===== config.mk =====
export PLATFORM = sky130hd
export DESIGN_NAME = phase_select_ctrl
export DESIGN_NICKNAME = d
export VERILOG_FILES = /design/src/rtl/phase_select_ctrl.sv
export SDC_FILE = /design/constraint.sdc
export NUM_CORES = 1
export LEC_CHECK = 0
export ABC_AREA = 1
export CAP_MARGIN = 10
export CORE_MARGIN = 1.5
export CORE_UTILIZATION = 51
export DETAILED_ROUTE_END_ITERATION = 8
export MAX_ROUTING_LAYER = met4
export PLACE_DENSITY = 0.75
export SETUP_SLACK_MARGIN = 0.4
export SLEW_MARGIN = 20
export SYNTH_ARGS = -nofsm -noshare
export SYNTH_HDL_FRONTEND = slang
export SYNTH_SLANG_ARGS = --single-unit

===== constraint.sdc =====
create_clock -name clk -period 2.8 [get_ports clk]
set_input_delay 0.42 -clock clk [delete_from_list [all_inputs] [get_ports clk]]
set_output_delay 0.42 -clock clk [all_outputs]
set_load 0.1 [all_outputs]

===== src/rtl/phase_select_ctrl.sv =====
// phase_select_ctrl: bang-bang CDR phase picker driving an 8-way phase mux.
// Ports: clk, rst_n (sync, low), vld/early/late/hold in; select[2:0], step_up, step_dn, locked out.
module phase_select_ctrl #(
  parameter int THRESH   = 8,
  parameter int BLANK    = 2,
  parameter int LOCK_CNT = 64
) (
  input  logic       clk,
  input  logic       rst_n,
  input  logic       vld,
  input  logic       early,
  input  logic       late,
  input  logic       hold,
  output logic [2:0] select,
  output logic       step_up,
  output logic       step_dn,
  output logic       locked
);

  generate
    if (THRESH < 2 || THRESH > 15) begin : g_bad_thresh
      $error("THRESH out of range 2..15");
    end
    if (BLANK < 0 || BLANK > 7) begin : g_bad_blank
      $error("BLANK out of range 0..7");
    end
    if (LOCK_CNT < 1 || LOCK_CNT > 255) begin : g_bad_lock
      $error("LOCK_CNT out of range 1..255");
    end
  endgenerate

  localparam logic signed [5:0] THR_P = 6'(THRESH);
  localparam logic signed [5:0] THR_N = -THR_P;
  localparam logic [2:0] BLANK_LD = 3'(BLANK);
  localparam logic [7:0] LOCK_MAX = 8'(LOCK_CNT);

  logic signed [4:0] acc_q, acc_d;
  logic [2:0] sel_q, sel_d;
  logic [2:0] blank_q, blank_d;
  logic [7:0] lock_q, lock_d;
  logic       up_q, up_d;
  logic       dn_q, dn_d;
  logic       locked_q, locked_d;

  logic              qual;
  logic signed [5:0] vote;
  logic signed [5:0] nxt;
  logic              hit_up;
  logic              hit_dn;

  assign qual = vld & ~hold & (blank_q == 3'd0);

  // Conflicting or absent early/late carries no information.
  always_comb begin
    vote = 6'sd0;
    unique case (1'b1)
      (late & ~early): vote = 6'sd1;
      (early & ~late): vote = -6'sd1;
      default:         vote = 6'sd0;
    endcase
  end

  // Sign-extend so the sum at +/-THRESH never wraps before compare.
  assign nxt    = {acc_q[4], acc_q} + vote;
  assign hit_up = qual & (nxt == THR_P);
  assign hit_dn = qual & (nxt == THR_N);

  always_comb begin
    acc_d    = acc_q;
    sel_d    = sel_q;
    lock_d   = lock_q;
    locked_d = locked_q;
    up_d     = 1'b0;
    dn_d     = 1'b0;
    blank_d  = (blank_q != 3'd0)
             ? blank_q - 3'd1
             : 3'd0;
    if (qual) begin
      unique case (1'b1)
        hit_up: begin
          sel_d    = sel_q + 3'd1;
          acc_d    = 5'sd0;
          up_d     = 1'b1;
          blank_d  = BLANK_LD;
          lock_d   = 8'd0;
          locked_d = 1'b0;
        end
        hit_dn: begin
          sel_d    = sel_q - 3'd1;
          acc_d    = 5'sd0;
          dn_d     = 1'b1;
          blank_d  = BLANK_LD;
          lock_d   = 8'd0;
          locked_d = 1'b0;
        end
        default: begin
          acc_d  = nxt[4:0];
          lock_d = (lock_q < LOCK_MAX)
                 ? lock_q + 8'd1
                 : lock_q;
          locked_d = locked_q
                   | (lock_d == LOCK_MAX);
        end
      endcase
    end
  end

  always_ff @(posedge clk) begin
    if (!rst_n) begin
      acc_q    <= 5'sd0;
      sel_q    <= 3'd0;
      blank_q  <= 3'd0;
      lock_q   <= 8'd0;
      up_q     <= 1'b0;
      dn_q     <= 1'b0;
      locked_q <= 1'b0;
    end else begin
      acc_q    <= acc_d;
      sel_q    <= sel_d;
      blank_q  <= blank_d;
      lock_q   <= lock_d;
      up_q     <= up_d;
      dn_q     <= dn_d;
      locked_q <= locked_d;
    end
  end

  assign select  = sel_q;
  assign step_up = up_q;
  assign step_dn = dn_q;
  assign locked  = locked_q;

endmodule


Word level (Yosys, flattened, before mapping)
Cells that the tools add are included.
Storage, ports and cells
  flip-flop bits (word level): 22
  input bits: 6
  word-level logic and storage cells: 43
Cells by class
  add/sub/neg operators: 5
  order comparisons: 1
  equality and inequality tests: 3
  mux-type cells: 11
  bitwise logic cells: 10
  reductions and logical operators: 6
Operators by type and width (count)
  $mux W8: 2
  $pmux W6 S2: 1
  $mux W3: 3
  $add A8 B1 Y8 const B: 1
  $eq A8 B7 Y1 const B: 1
  $lt A8 B7 Y1 const B: 1
  $add A6 B6 Y6: 1
  $and A1 B1 Y1: 6
  $eq A6 B4 Y1 const B: 1
  $eq A6 B5 Y1 const B: 1
  $pmux W3 S2: 1
  $sub A3 B1 Y3 const B: 2
  $mux W5: 1
  $reduce_and A2 Y1: 2
  $add A3 B1 Y3 const B: 1
  $logic_not A3 Y1: 1
  $mux W1: 3
  $not A1 Y1: 3
  $reduce_bool A3 Y1: 1
  $reduce_bool A2 Y1: 1
  $reduce_or A2 Y1: 1
  $or A1 B1 Y1: 1

Logic depth before layout (Yosys ltp)
  word-level depth: 9
  gate-level depth with buffers: 22
  mapped depth without buffers: 21

Worst setup path before layout
Ideal clock, no wire load.
  path kind: input to register
  start point: input late
  end point: register sel_q[2], in the netlist select[2]
  setup time: 111 ps
  arrival: 2645 ps
  required time: 2689 ps
  slack: 44 ps
  stages: 20
  path buffers: 1
  cells stage by stage: inv_1 > ha_1 > buf_4 > nor2_1 > nor2_2 > ha_1 > inv_1 > nand2_1 > nand3_1 > nand2_1 > nor2_1 > inv_2 > nor2_4 > nand3_4 > fa_1 > xor2_1 > nand4_1 > nand2_1 > nor2_1 > nor2_1
Between the ends
  word-level cells in the longest chain between the ends: 8
  elaborated cells between the ends (all ways): 12
  classes of those cells: 1 x add/sub; 2 x eq/ne; 2 x mux; 5 x bitwise; 2 x reduce/logical
RTL lines
  from (decl): line 12  | input logic late,
  $not A1 Y1: line 58  | (early & ~late): vote = -6'sd1;
  $and A1 B1 Y1: line 58
  $pmux W6 S2 (*): line 56  | unique case (1'b1)
  $add A6 B6 Y6 (*): line 64  | assign nxt = {acc_q[4], acc_q} + vote;
  $eq A6 B5 Y1 or $eq A6 B4 Y1 (tied branches): line 65, 66
  $and A1 B1 Y1 (on tied branches): line 65, 66
  $reduce_bool A2 Y1 (no line)
  $reduce_and A2 Y1 (no line)
  to (signal assigned): line 119  | sel_q <= sel_d;
  to (decl): line 38  | logic [2:0] sel_q, sel_d;
Every way passes the cells marked *; elsewhere a longest branch is shown, timed or not.
A chain may end at the register's enable or synchronous reset.

Final worst setup path
Ends and elaborated chain as after synthesis.

==> results.sh <==
export IMPL_crit_start="late"
export IMPL_drt_total_wl_um=2600
export IMPL_maxSlewHeadroom_pct=77.6
export IMPL_die_h_um=54.2
export IMPL_avgSynthCellArea_um2=7.23
export IMPL_ir_worst_vdd_mv=0.511
export IMPL_grt_usage_pct=19.9
export IMPL_arrival_ns=2.58
export IMPL_dr_pass1_iters=4
export IMPL_nNetsFinal=227
export IMPL_end_kind="register"
export IMPL_drc=0
export IMPL_place_ws_ns=-0.495
export IMPL_fin_crit_ns=2.36
export IMPL_drt_initial_drc_count=14
export IMPL_status="finished, final reports clean"
export IMPL_cts_sinks=22
export IMPL_cpMaxStageDelayCell="fa_2"
export IMPL_syn_num_nets=197
export IMPL_r2r_start="acc_q[1]"
export IMPL_syn_area_um2=1340
export IMPL_synthXorXnorAreaFrac_pct=4.58
export IMPL_core_um2=2480
export IMPL_n_antenna_cell=0
export IMPL_worstMarginPinSlew_ns=0.335
export IMPL_clk_latency_ns=0.30
export IMPL_holdBufCountCts=0
export IMPL_crit_path_frequent_cell="ha_4"
export IMPL_synth_compound_gate_area_share_pct=7.30
export IMPL_p_comb_share_pct=25.9
export IMPL_fin_ws_ns=0.438
export IMPL_start_util_pct=54.0
export IMPL_yosys_area_share_adder_pct=6.17
export IMPL_endpoint="select[2]"
export IMPL_synthArstFlopShare_pct=0
export IMPL_r2r_slack_ns=0.55
export IMPL_grt_pass1_vias=1095
export IMPL_ys_ff_latch=22
export IMPL_area_growth_pct=31.1
export IMPL_p_int_w=0.000481
export IMPL_synthCells=185
export IMPL_cts_tree="done"
export IMPL_fp_row_count=18
export IMPL_max_cap_viol_count=0
export IMPL_grt_pass1_wl_um=4200
export IMPL_clockRootBuffer="clkbuf_4"
export IMPL_dieArea_um2=2940
export IMPL_grt_overflow_total=0
export IMPL_p_leak_nw=0.787
export IMPL_powerDensity_nw_per_um2=394
export IMPL_antenna_left=0
export IMPL_post_drt_wl_per_cell_um=10.7
export IMPL_pwr_share_clk_pct=25.2
export IMPL_worstSetupPathType="in -> reg"
export IMPL_dr_total_vias=1192
export IMPL_max_stage_delay_ns=0.36
export IMPL_synth_cell_type_count=32
export IMPL_die_w_um=54.2
export IMPL_power_switching_share_pct=30.3
export IMPL_fmax_mhz=423
export IMPL_synthSimpleGateAreaFrac_pct=39.9
export IMPL_reg2reg_depth=19
export IMPL_setup_viol=0
export IMPL_hpwl_um=2040
export IMPL_seq_area_frac_synth_pct=32.9
export IMPL_post_route_util_pct=70.8
export IMPL_finalCritPeriodShare_pct=84.4
export IMPL_cp_required_ns=3.02
export IMPL_rsz0062_at_grt="yes"
export IMPL_drive_gt1_share_pct=35.0
export IMPL_pwr_share_seq_pct=48.9
export IMPL_maxSlewViolCount=0
export IMPL_r2r_end="select[2]"
export IMPL_clkTransAtPathRegs_ns=0.12
export IMPL_yosys_most_used_dff="dfxtp_1"
export IMPL_ios=12
export IMPL_yosysWarnings=0
export IMPL_synth_enable_flop_cells=0
export IMPL_cts_made_buffers=3
export IMPL_fin_skew_ns=0.00590
export IMPL_crit_chain="buf_8 > inv_12 > ha_4 > inv_4 > ha_4 > ha_4 > inv_2 > nand2_2 > nand3_2 > nand2_2 > nor2_4 > inv_2 > nor2_4 > nand3_4 > fa_2 > xor2_2 > inv_1 > nand2_1 > nand2_1 > nor2_1 > nor2_1"
export IMPL_p_switching_w=0.000209
export IMPL_grt_max_degree=19
export IMPL_cts_buffer_depth=2
export IMPL_portBuffers=11
export IMPL_total_power_w=0.000690
export IMPL_antenna_found_initial=0
export IMPL_hold_viol=0
export IMPL_hold_class="reg -> reg"
export IMPL_viasPerCell=4.89
export IMPL_gp_congestion=0.816
export IMPL_synthMuxAreaShare_pct=0.748
export IMPL_cts_htree_levels=1
export IMPL_worst_setup_path_start_kind="primary input"
export IMPL_nFillCells=211
export IMPL_synth_top_family_by_area="simple AND/OR/NAND/NOR gates"
export IMPL_worst_path_max_fanout=2
per-stage QoR:
step	std cells	hold slack, ns	instance area [um2]	setup TNS, ns
2_1_floorplan	185	0.425	1450	0
3_3_place_gp	238	0.435	1670	-1.06
3_5_place_dp	238	0.459	1670	-1.61
4_1_cts	242	0.479	1710	0
5_1_grt	244	0.504	1750	0
6_report	244	0.477	1750	0
flip-flops by register name, summed over array words and instances, names as in the netlist:
name / cells
lock_q: 8
blank_q: 3
select: 3
step_dn: 1
step_up: 1
acc_q: 5
locked: 1
what timing repair did:
action / in CTS / in global routing
endpoints found under the setup margin: 14 / 1
setup buffers: 0 / 2
resized for setup: 10 / 9
pin swaps: 3 / 14
cells in the final DEF (no fill, tap or decap), types with 2 or more instances in the layout:
cell / count
nand2_1: 34
nor2_1: 27
buf_4: 23
dfxtp_1: 21
inv_1: 15
nand2_2: 11
o21ai_0: 8
nand3_1: 7
nor2_4: 6
inv_2: 6
xor2_1: 5
nand3_2: 4
ha_4: 4
nand2_4: 3
nand4_1: 3
nor3_1: 3
a211oi_1: 3
clkbuf_4: 3
clkdlybuf4s50_1: 3
inv_4: 2
o21ai_1: 2
nand3b_1: 2
a21oi_1: 2
layout make-up:
cell class,count,area (um2),share of cell area (%)
clock buffer,4,36.3,2.07
inverter,24,108,6.14
multi-input combinational,136,901,51.4
sequential,22,442,25.2
tap,30,37.5,2.14
timing repair buffer,28,229,13.1
cell usage after synthesis, types with 2 or more instances:
cell type / instances / area, um2
inv_1: 18 / 67.6
buf_4: 2 / 15.0
inv_2: 5 / 18.8
a21oi_1: 2 / 10.0
o21ai_0: 8 / 40.0
nor2_2: 2 / 12.5
nand2_1: 40 / 150
ha_1: 5 / 62.6
nor3_1: 3 / 15.0
o21ai_1: 2 / 10.0
nand2_2: 6 / 37.5
dfxtp_1: 22 / 440
nand3b_1: 2 / 15.0
a211oi_1: 3 / 22.5
xor2_1: 6 / 52.6
nand3_1: 10 / 50.1
nor2_1: 29 / 109
nand2_4: 2 / 22.5
nor2_4: 3 / 33.8
nand4_1: 3 / 18.8
power by group through the flow:
stage	registers [W]	clock network (W)	logic (W)
2_1_floorplan	0.000349	0	0.000113
5_1_grt	0.000340	0.000191	0.000198
6_report	0.000338	0.000174	0.000179
3_5_place_dp	0.000344	0	0.000168
4_1_cts	0.000337	0.000180	0.000168
3_3_place_gp	0.000343	0	0.000162
critical path: cells and delay by family:
kind	cells	cell delay [ns]
XOR/XNOR	1	0.16
adder cells (fa/ha/maj)	4	0.92
buffers and inverters	6	0.30
AND/OR/NAND/NOR	10	0.75
layer usage:
layer	up-vias	global-route usage [%]	routed length (um)
li1	641	-	-
met1	541	22.9	1180
met2	8	35.5	1370
met3	2	5.19	44
met4	0	2.50	16
met5	-	-	0
how the worst min path moves through the flow:
stage / slack (ns) / depth (start not counted) / from / endpoint
final: 0.48 / 1 / blank_q[0] / blank_q[0]
after global routing: 0.50 / 1 / blank_q[0] / blank_q[0]
after CTS: 0.48 / 1 / blank_q[0] / blank_q[0]
after detailed placement: 0.46 / 1 / blank_q[0] / blank_q[0]
after global placement: 0.44 / 1 / blank_q[0] / blank_q[0]
after floorplan: 0.42 / 1 / blank_q[0] / blank_q[0]
kinds of logic after synthesis:
kind of cell    after synthesis
buf+inv                      27
fa+ha+maj                     6
flops                        22
simple gates                105
xor+xnor                      7
mux                           1
compound gates               17
Power figures use the tool's default switching activity.
